**src/rtl/top_knightrider.sv**
```systemverilog
// Knight Rider LED scanner: one lit LED bounces between LSB and MSB,
// one position per tick, with an optional enable prescaler.
module top_knightrider #(
  parameter int N   = 8,
  parameter int DIV = 1
) (
  input  logic         clk,
  input  logic         arst,
  input  logic         en,
  output logic [N-1:0] leds
);
  localparam int PW = (N > 2) ? $clog2(N) : 1;

  typedef enum logic {UP = 1'b0, DOWN = 1'b1} dir_t;

  logic [PW-1:0] pos, pos_nxt;
  dir_t          dir, dir_nxt;
  logic          tick;

  generate
    if (DIV > 1) begin : g_pre
      localparam int CW = $clog2(DIV);
      logic [CW-1:0] cnt;
      logic          last;

      assign last = (cnt == CW'(DIV - 1));
      assign tick = en && last;

      always_ff @(posedge clk or posedge arst) begin
        if (arst)    cnt <= '0;
        else if (en) cnt <= last ? '0 : cnt + 1'b1;
      end
    end else begin : g_nopre
      assign tick = en;
    end
  endgenerate

  // Endpoints turn around immediately so each end is shown for one step only.
  always_comb begin
    pos_nxt = pos;
    dir_nxt = dir;
    if (tick) begin
      case (dir)
        UP: begin
          if (pos == PW'(N - 1)) begin
            pos_nxt = PW'(N - 2);
            dir_nxt = DOWN;
          end else begin
            pos_nxt = pos + 1'b1;
          end
        end
        DOWN: begin
          if (pos == '0) begin
            pos_nxt = PW'(1);
            dir_nxt = UP;
          end else begin
            pos_nxt = pos - 1'b1;
          end
        end
        default: ;
      endcase
    end
  end

  // leds is registered from pos_nxt so it tracks pos with no extra stage.
  always_ff @(posedge clk or posedge arst) begin
    if (arst) begin
      pos  <= '0;
      dir  <= UP;
      leds <= {{(N-1){1'b0}}, 1'b1};
    end else begin
      pos  <= pos_nxt;
      dir  <= dir_nxt;
      leds <= {{(N-1){1'b0}}, 1'b1} << pos_nxt;
    end
  end
endmodule

```
**config.mk**
```make
export PLATFORM = sky130hd
export DESIGN_NAME = top_knightrider
export DESIGN_NICKNAME = d
export VERILOG_FILES = /design/src/rtl/top_knightrider.sv
export SDC_FILE = /design/constraint.sdc
export NUM_CORES = 1
export LEC_CHECK = 0
export ABC_AREA = 1
export CORE_MARGIN = 4
export CORE_UTILIZATION = 45
export CTS_BUF_LIST = sky130_fd_sc_hd__clkbuf_2
export CTS_CLUSTER_DIAMETER = 150
export DETAILED_ROUTE_END_ITERATION = 7
export DONT_BUFFER_PORTS = 1
export PLACE_DENSITY_LB_ADDON = 0.3
export SETUP_SLACK_MARGIN = 0.2
export SLEW_MARGIN = 20
export SYNTH_ARGS = -nofsm -noshare
export SYNTH_HDL_FRONTEND = slang
export SYNTH_SLANG_ARGS = --single-unit
```
**constraint.sdc**
```tcl
create_clock -name clk -period 3.8 [get_ports clk]
set_input_delay 0.57 -clock clk [delete_from_list [all_inputs] [get_ports clk]]
set_output_delay 0.57 -clock clk [all_outputs]
set_load 0.1 [all_outputs]
```
Yosys cells after proc, flatten, opt, wreduce, memory -nomap -nowiden
Cells that the tools add are included.

Output and inout bits: 8. Bits in registers: 12.

Eq/ne operators: 1. Bitwise gates (word level): 1. Shift-type cells: 1. Reductions and logical operators: 1. Mux-type cells: 7. Add/subtract/negate cells: 2.

Operators by type and width (count): $mux 3 (3); $shl 1x3->8 const A (1); $pmux 3 s2 (1); $add 3x1->3 const B (1); $eq 3x3->1 const B (1); $logic_not 3->1 (1); $sub 3x1->3 const B (1); $mux 1 (2); $pmux 1 s2 (1); $not 1->1 (1).

Longest topological paths before layout
Gate-level depths: netlist of the first run.

Word-level depth: 5. Gate-level depth with buffers: 10.

Worst setup path after synthesis of the first run
Ideal clock, no wire load.

Path type: reg2out. Start point: reg leds[1]. End point: out leds[1]. Arrival time: 0.883 ns. Cell stages (with the launch flop): 1. Required time: 3.230 ns. Path buffers: 0. Path slack: 2.347 ns. Path through: dfrtp_1.

RTL lines: start, declared (RTL line 10) `output logic [N-1:0] leds`; start signal, assigned (RTL line 70) `leds <= {{(N-1){1'b0}}, 1'b1};`; start signal, assigned (RTL line 74) `leds <= {{(N-1){1'b0}}, 1'b1} << pos_nxt;`.

No word-level cell between the ends.

Worst setup path after layout of the first run
Start point: reg leds[5]. End point: out leds[5].

No word-level cell between the ends.

==> metrics.md, run 1 <==
| Metric | Value |
|---|---|
| RSZ-0062 raised after global routing | false |
| Hold Crit Class | input pin to async pin |
| Crit path required time | about 3200 ps |
| Reg clk slew, reported paths | 100 ps |
| Post-CTS Hold Fix Bufs | 0 |
| Fin nets | 90 |
| Clk sinks | 12 |
| Area leader, netlist | dfrtp_1 |
| Post-synthesis sequential area ratio | 0.499 |
| Worst-skew pair later-pin latency | about 260 ps |
| CORE AREA | between 1000 and 1500 um^2 |
| Post-Syn Area | 604 um^2 |
| Resized Gates After CTS | 0 |
| Final HPWL DP | 821 um |
| Vias in the first global route | 439 |
| Yosys cell types | 11 |
| Synth Instances | 78 |
| F_max | about 0.57 GHz |
| CP endpoint kind | output pin |
| Yosys top cell area share | 0.455 |
| Syn. warnings | 0 |
| Avg Synthesized Cell Area | just under 8 um^2 |
| Clock skew | 5.52 ps |
| Worst slew pin tran | 876 ps |
| Final estimated routing congestion in global placement | 0.833 |
| Post-synthesis register bit count | 12 |
| Buffers on Ports | 0 |
| Postcts setup bufs | 0 |
| Fill cell count | 112 |
| Via density | 4.95 |
| Clock Path Buffers | 2 |
| Hold Worst Slack | approximately 180 ps |
| Initial antenna violation count | 0 |
| Area Overhead vs Synth | 6.21% |
| Reg area | 302 um^2 |
| Die area | 1990 um^2 |
| TNS Setup | 0 ps |
| Global-route wire length before repair | 1.86 mm |
| Final Setup Violations | 0 |
| Initial core utilization | 0.509 |
| H-Tree Depth | 1 |
| CP max FO | 1 |
| Site row count | 12 |
| Largest net degree at the start of global routing | 13 |
| Post-DRT Antenna Nets | 0 |
| Area contributors post-synth | dfrtp_1, nand2_1, nand3_1 |
| Status | finished clean |
| Clock Tree Root | clkbuf_2 |
| Rel. slew slack | 0.417 |
| Type of origin of the critical path | flip-flop |
| 1st-iter DRT viols | 9 |
| Congestion Overflow GR | 0 |
| Fin crit period | 1760 ps |
| Worst Path Arrival | 1190 ps |
| Drt first pass iters | 6 |
| CTS Buf Count | 3 |
| Final period util | 0.463 |
| CTS tree | built |
| Syn nets | 85 |
| Antenna cells | 0 |
| Max Slew Vio Count | 0 |
| Vias | approximately 480 |
| MaxCap Viol Count | 0 |
| CP Class | flip-flop to output pin |
| GRT Resource Usage Total | 0.128 |
| Die height | 44.6 um |
| DRC viols | 0 |
| Ports | 11 |
| DRT Wirelength | ~1.1 mm |
| Multi-input logic area | approximately 260 um^2 |
| Share of cells above drive strength 1 | 0.0976 |
| Die Span X | 44.6 um |
| Average wire per standard cell | 10.9 um |
| Final Hold Fails | 0 |
state kept, by name, summed over array words and instances, names as in the netlist:
name,cells
leds,8
pos,3
dir,1
cell families (layout without fill, tap and decap cells):
logic type | Yosys count | after routing | share of synthesized area
AO/OA/AOI/OAI | 3 | 3 | 0.0248
adder cells (fa/ha/maj) | 4 | 4 | 0.0828
AND/OR/NAND/NOR | 47 | 47 | 0.319
flip-flops | 12 | 12 | 0.499
buffers and inverters | 12 | 16 | 0.0745
final cells by class:
class,instances,share of cell area
clock buffer,4,0.0312
inverter,12,0.0702
multi-input combinational,54,0.402
sequential,12,0.470
tap,14,0.0273
worst paths after layout:
check	end	slack [ps]	start	cells past startpoint
min in group clk	pos[0]	480	en	2
max	leds[5]	2040	leds[5]	0
min	leds[3]	180	arst	1
max in group asynchronous	leds[0]	3280	arst	1
min reg2reg	pos[1]	640	pos[1]	2
max reg2reg	leds[4]	2320	pos[0]	8
Yosys cell counts:
master	count
dfstp_2	1
nand3_1	11
ha_1	4
nand2_2	1
nor2_1	8
o21ai_0	2
o21ai_1	1
inv_1	10
dfrtp_1	11
nand2_1	27
inv_2	2
metrics by stage:
step / cells / util / setup slack, ps / area (um^2)
2_1_floorplan: 78 / - / 2350 / 604
3_3_place_gp: 92 / 0.524 / 2330 / 622
3_5_place_dp: 92 / 0.524 / 2330 / 622
4_1_cts: 96 / 0.541 / 2030 / 642
5_1_grt: 96 / 0.541 / 2000 / 642
6_report: 96 / 0.541 / 2040 / 642
cell usage in the layout (no fill, tap or decap):
cell	count
clkbuf_2	4
nand2_2	1
nand2_1	27
o21ai_1	1
nand3_1	11
nor2_1	8
ha_1	4
o21ai_0	2
dfrtp_1	11
inv_1	10
dfstp_2	1
inv_2	2
per-layer routing:
layer  track usage  routed length [um]
met5             0                   0
met4        0.0181                   0
met3        0.0610                  65
met2         0.189                 463
met1         0.173                 523
Power of run 1 is left out: the tool's default activity adds up to more than one toggle a clock period on the data nets, which glitch-free logic cannot reach.
==> inputs of run 2 (changes only) <==
==> constraint.sdc (replaced) <==
create_clock -name clk -period 1.7 [get_ports clk]
set_input_delay 0.255 -clock clk [delete_from_list [all_inputs] [get_ports clk]]
set_output_delay 0.255 -clock clk [all_outputs]
set_load 0.1 [all_outputs]
==> metrics.md, run 2 (synthesis gave the netlist of run 1 again) <==
| Metric | Value |
|---|---|
| Status | finished clean (unchanged) |
| Clk sinks | 12 (unchanged) |
| Clock Tree Root | clkbuf_2 (unchanged) |
| CP Class | flip-flop to flip-flop (was flip-flop to output pin) |
| Final HPWL DP | 1.01 mm (was 821 um) |
| Buffers on Ports | 0 (unchanged) |
| Global-route wire length before repair | 2.10 mm (was 1.86 mm) |
| Clock skew | 5.75 ps (was 5.52 ps) |
| Average wire per standard cell | 12.9 um (was 10.9 um) |
| Initial core utilization | 0.509 (unchanged) |
| CP max FO | 5 (was 1) |
| Largest net degree at the start of global routing | 13 (unchanged) |
| Clock Path Buffers | 2 (unchanged) |
| Final estimated routing congestion in global placement | 0.897 (was 0.833) |
| Via density | 5.04 (was 4.95) |
| F_max | 0.717 GHz |
| Met1 GRT Util | 0.189 (was 0.173) |
| Worst R2R Path Depth | 9 (was 8) |
| Final Setup Violations | 0 (unchanged) |
| H-Tree Depth | 1 (unchanged) |
| Top flop regs | leds: 8 flops, pos: 3 flops, dir: 1 flops (unchanged) |
| Worst-skew pair later-pin latency | 260 ps (about the same) |
| 1st-iter DRT viols | 9 (unchanged) |
| Post-layout util | 0.633 (was 0.541) |
| Final Hold Fails | 0 (unchanged) |
| R2R Setup Slk | 300 ps (was 2320 ps) |
| Rel. slew slack | 0.675 (was 0.417) |
| Reg clk slew, reported paths | 110 ps (was 100 ps) |
| CP endpoint kind | flip-flop (was output pin) |
| Worst hold path cell count | 2 |
| DRT Wirelength | 1.37 mm (was 1.05 mm) |
| Initial antenna violation count | 0 (unchanged) |
| WHS Endpoint | pos[1] |
| TNS Setup | 0 ps (unchanged) |
| Site row count | 12 (unchanged) |
| Die height | 44.6 um (unchanged) |
| Fin nets | 100 (was 90) |
| Hold Crit Class | input pin to flip-flop (was input pin to async pin) |
| Post-DRT Antenna Nets | 0 (unchanged) |
| Vias in the first global route | 474 (was 439) |
| Drt first pass iters | 4 (was 6) |
| Worst Path Arrival | 1590 ps (was 1190 ps) |
| Vias | 534 (was 475) |
| CTS Buf Count | 3 (unchanged) |
| Fin crit period | 1400 ps |
| Crit path required time | 1900 ps (was 3230 ps) |
| DRC viols | 0 (unchanged) |
| MaxCap Viol Count | 0 (unchanged) |
| Die area | 1990 um^2 (unchanged) |
| CORE AREA | 1190 um^2 (unchanged) |
| Most common cell after layout, fill and taps aside | nand2_1 (unchanged) |
| Worst R2R Start | pos[0] (unchanged) |
| Type of origin of the critical path | flip-flop (unchanged) |
| Largest Register | leds (unchanged) |
| Number of flip-flops in the largest register | 8 (unchanged) |
| Grt peak-use layer | met2 (unchanged) |
| HP Start | en |
| Ports | 11 (unchanged) |
| CTS tree | built (unchanged) |
| GRT Resource Usage Total | 0.154 (was 0.128) |
| RSZ-0062 raised after global routing | false (unchanged) |
| M3 GR Usage | 0.0772 (was 0.0610) |
| Max Slew Vio Count | 0 (unchanged) |
| Antenna cells | 0 (unchanged) |
| Die Span X | 44.6 um (unchanged) |
| RR Endpoint | leds[0] (was leds[4]) |
| Most frequent cells in the layout | nand2_1, nand3_1, dfrtp_1 (unchanged) |
| GRT met2 Usage | 0.246 (was 0.189) |
| Share of cells above drive strength 1 | 0.283 (was 0.0976) |
| Area Overhead vs Synth | 24.2% (was 6.21%) |
| Worst slew pin tran | 488 ps (was 876 ps) |
| Final period util | 0.821 |
| Congestion Overflow GR | 0 (unchanged) |
## run 2: cell type report
type	count	area [um^2]
multi-input combinational	54	285
timing repair buffer	10	77.6
sequential	12	303
clock buffer	4	20.0
fill	114	435
tap	14	17.5
inverter	12	47.5
## run 2: how the worst max path moves through the flow
stage | from | endpoint | slack (ps) | cells after the start
floorplan | pos[0] | leds[0] | 420 | 9
global placement | pos[0] | leds[0] | 320 | 9
detailed placement | pos[0] | leds[2] | 230 | 10
CTS | pos[0] | leds[2] | 210 | 10
global route | pos[0] | leds[1] | 190 | 8
finish | pos[0] | leds[0] | 300 | 9
## run 2: repair_timing
item / in CTS / in global routing
hold endpoints to repair: 11 / 0
hold buffers: 1 / 0
buffers inserted: 0 / 2
pin swaps: 0 / 1
cloned: 0 / 0
setup endpoints to repair: 1 / 9
gates resized for setup: 1 / 10
## run 2: stage by stage
stage	area, um^2	worst slack (ps)	hold WS (ps)	std cells
after CTS	707	214	166	104
final	751	305	151	106
after floorplan	604	418	119	78
after global placement	674	317	159	99
after global routing	751	186	133	106
after detailed placement	674	226	180	99
## run 2: critical path: stages, from the launching register on
cell and delay [ps]:
dfrtp_2 460, inv_4 90, ha_1 230, inv_1 70, nand2_1 50, nand2_1 50, nand2_1 70, nand2_2 90
nand3_2 100, nor2_1 120
## run 2: metal layers
layer | wire length [um] | vias up | part of all wire
met5 | 0 | - | 0
met4 | 18 | 0 | 0.013
met3 | 75 | 2 | 0.055
met2 | 723 | 15 | 0.53
met1 | 551 | 249 | 0.40
li1 | - | 268 | -
Power of run 2 is left out for the same reason.
==> inputs of run 3 (changes only) <==
==> constraint.sdc (replaced) <==
create_clock -name clk -period 1.4 [get_ports clk]
set_input_delay 0.21 -clock clk [delete_from_list [all_inputs] [get_ports clk]]
set_output_delay 0.21 -clock clk [all_outputs]
set_load 0.1 [all_outputs]
==> metrics.md, run 3 (synthesis gave the netlist of run 1 again) <==
| Metric | Value |
|---|---|
| GRT Resource Usage Total | 0.155 (was 0.154) |
| Crit path required time | 1600 ps (was 1900 ps) |
| Share of cells above drive strength 1 | 0.457 (was 0.283) |
| Buffers on Ports | 0 (unchanged) |
| Most common cell after layout, fill and taps aside | nand2_1 (unchanged) |
| Clock skew | 20.6 ps (was 5.75 ps) |
| Crit-path cells | inv_2, ha_4, inv_2, nand2_1, nand2_1, nand2_1, nand2_2, nand3_2, nor2_2 (was inv_4, ha_1, inv_1, nand2_1, nand2_1, nand2_1, nand2_2, nand3_2, nor2_1) |
| Crit-path max cell delay | 430 ps (was 460 ps) |
| DRT Wirelength | 1.29 mm (was 1.37 mm) |
| RSZ-0062 raised after global routing | true (was false) |
| M3 GR Usage | 0.0732 (was 0.0772) |
| Worst Path Arrival | 1530 ps (was 1590 ps) |
| Largest Register | leds (unchanged) |
| F_max | 0.749 GHz (was 0.717 GHz) |
| Most frequent CP cell | nand2_1 (unchanged) |
| H-Tree Depth | 1 (unchanged) |
| Final period util | 0.954 (was 0.821) |
| Max Slew Vio Count | 0 (unchanged) |
| Final Setup Violations | 0 (unchanged) |
| CP Buf/Inv Count | 2 (unchanged) |
| Vias in the first global route | 520 (was 474) |
| Critical-path top delay cell | dfrtp_1 (was dfrtp_2) |
| Hold Crit Class | input pin to flip-flop (unchanged) |
| Worst-skew pair later-pin latency | 270 ps (was 260 ps) |
| Clk sinks | 12 (unchanged) |
| Top delay family on crit path | simple AND/OR/NAND/NOR gates (unchanged) |
| GRT met2 Usage | 0.229 (was 0.246) |
| Die Span X | 44.6 um (unchanged) |
| Clock Path Buffers | 2 (unchanged) |
| CP Class | flip-flop to flip-flop (unchanged) |
| Reg area | 307 um^2 (was 303 um^2) |
| Worst slew pin tran | 438 ps (was 488 ps) |
| Type of origin of the critical path | flip-flop (unchanged) |
| Fill cell count | 81 (was 114) |
| Fin nets | 102 (was 100) |
| Ports | 11 (unchanged) |
| Vias | 535 (was 534) |
| Initial antenna violation count | 0 (unchanged) |
| CORE AREA | 1190 um^2 (unchanged) |
| CP endpoint kind | flip-flop (unchanged) |
| Largest net degree at the start of global routing | 13 (unchanged) |
| Via density | 4.95 (was 5.04) |
| 1st-iter DRT viols | 9 (unchanged) |
| Initial core utilization | 0.509 (unchanged) |
| CTS tree | built (unchanged) |
| Die height | 44.6 um (unchanged) |
| Number of flip-flops in the largest register | 8 (unchanged) |
| Fin crit period | 1340 ps (was 1400 ps) |
| Status | finished clean (unchanged) |
| Grt peak-use layer | met2 (unchanged) |
| Global-route wire length before repair | 2.22 mm (was 2.10 mm) |
| Antenna cells | 0 (unchanged) |
| CTS Buf Count | 3 (unchanged) |
| Most frequent cells in the layout | nand2_1, dfrtp_1, buf_4 (was nand2_1, nand3_1, dfrtp_1) |
| TNS Setup | 0 ps (unchanged) |
| Die area | 1990 um^2 (unchanged) |
| Top flop regs | leds: 8 flops, pos: 3 flops, dir: 1 flops (unchanged) |
| Multi-input logic area | 343 um^2 (was 285 um^2) |
| Congestion Overflow GR | 0 (unchanged) |
| Post-DRT Antenna Nets | 0 (unchanged) |
| Final estimated routing congestion in global placement | 0.843 (was 0.897) |
| Site row count | 12 (unchanged) |
| CP max FO | 4 (was 5) |
| Final HPWL DP | 894 um (was 1.01 mm) |
| DRC viols | 0 (unchanged) |
| MaxCap Viol Count | 0 (unchanged) |
| Reg clk slew, reported paths | 130 ps (was 110 ps) |
| Rel. slew slack | 0.707 (was 0.675) |
| Average wire per standard cell | 12.0 um (was 12.9 um) |
| Met1 GRT Util | 0.212 (was 0.189) |
| Area Overhead vs Synth | 38.3% (was 24.2%) |
| Post-layout util | 0.705 (was 0.633) |
| Drt first pass iters | 4 (unchanged) |
| Final Hold Fails | 0 (unchanged) |
| Clock Tree Root | clkbuf_2 (unchanged) |
run 3: repair_timing:
item | 4_1_cts | 5_1_grt
setup buffers | 3 | 1
hold endpoints to repair | 11 | 0
pin swaps | 8 | 7
hold buffers | 1 | 0
gates resized for setup | 12 | 12
endpoints found under the setup margin | 11 | 13
run 3: layer usage:
metal,share of wire,vias up
li1,-,269
met1,0.45,248
met2,0.47,16
met3,0.056,2
met4,0.013,0
met5,0,-
run 3: cell type report:
class	instances	share of cell area
Clock buffer	3	0.0180
Clock inverter	1	0.00449
Inverter	12	0.0539
Multi-Input combinational cell	54	0.410
Sequential cell	12	0.367
Tap cell	14	0.0210
Timing Repair Buffer	12	0.126
run 3: worst min-delay path, stage by stage:
cell,delay (ps)
nand2_2,60
nand3_2,100
nor2_2,30
run 3: stage by stage:
stage          setup WS [ps]  cell area [um^2]  hold slack (ps)  std cells
3_3_place_gp            17.3               689              120         99
3_5_place_dp            14.4               689              126         99
4_1_cts                 81.2               785             97.5        107
2_1_floorplan            175               619             74.0         78
6_report                64.6               836              119        108
5_1_grt                -53.8               836              106        108
run 3: final timing paths:
| check | startpoint | depth (start not counted) | end | slack, ps |
|---|---|---|---|---|
| max reg2reg | pos[0] | 9 | leds[1] | 60 |
| max | pos[0] | 9 | leds[1] | 60 |
| min in group asynchronous | arst | 2 | leds[5] | 350 |
| max in group asynchronous | arst | 2 | pos[1] | 700 |
| min | en | 3 | leds[0] | 120 |
| min reg2reg | pos[1] | 2 | pos[1] | 700 |
Power of run 3 is left out for the same reason.
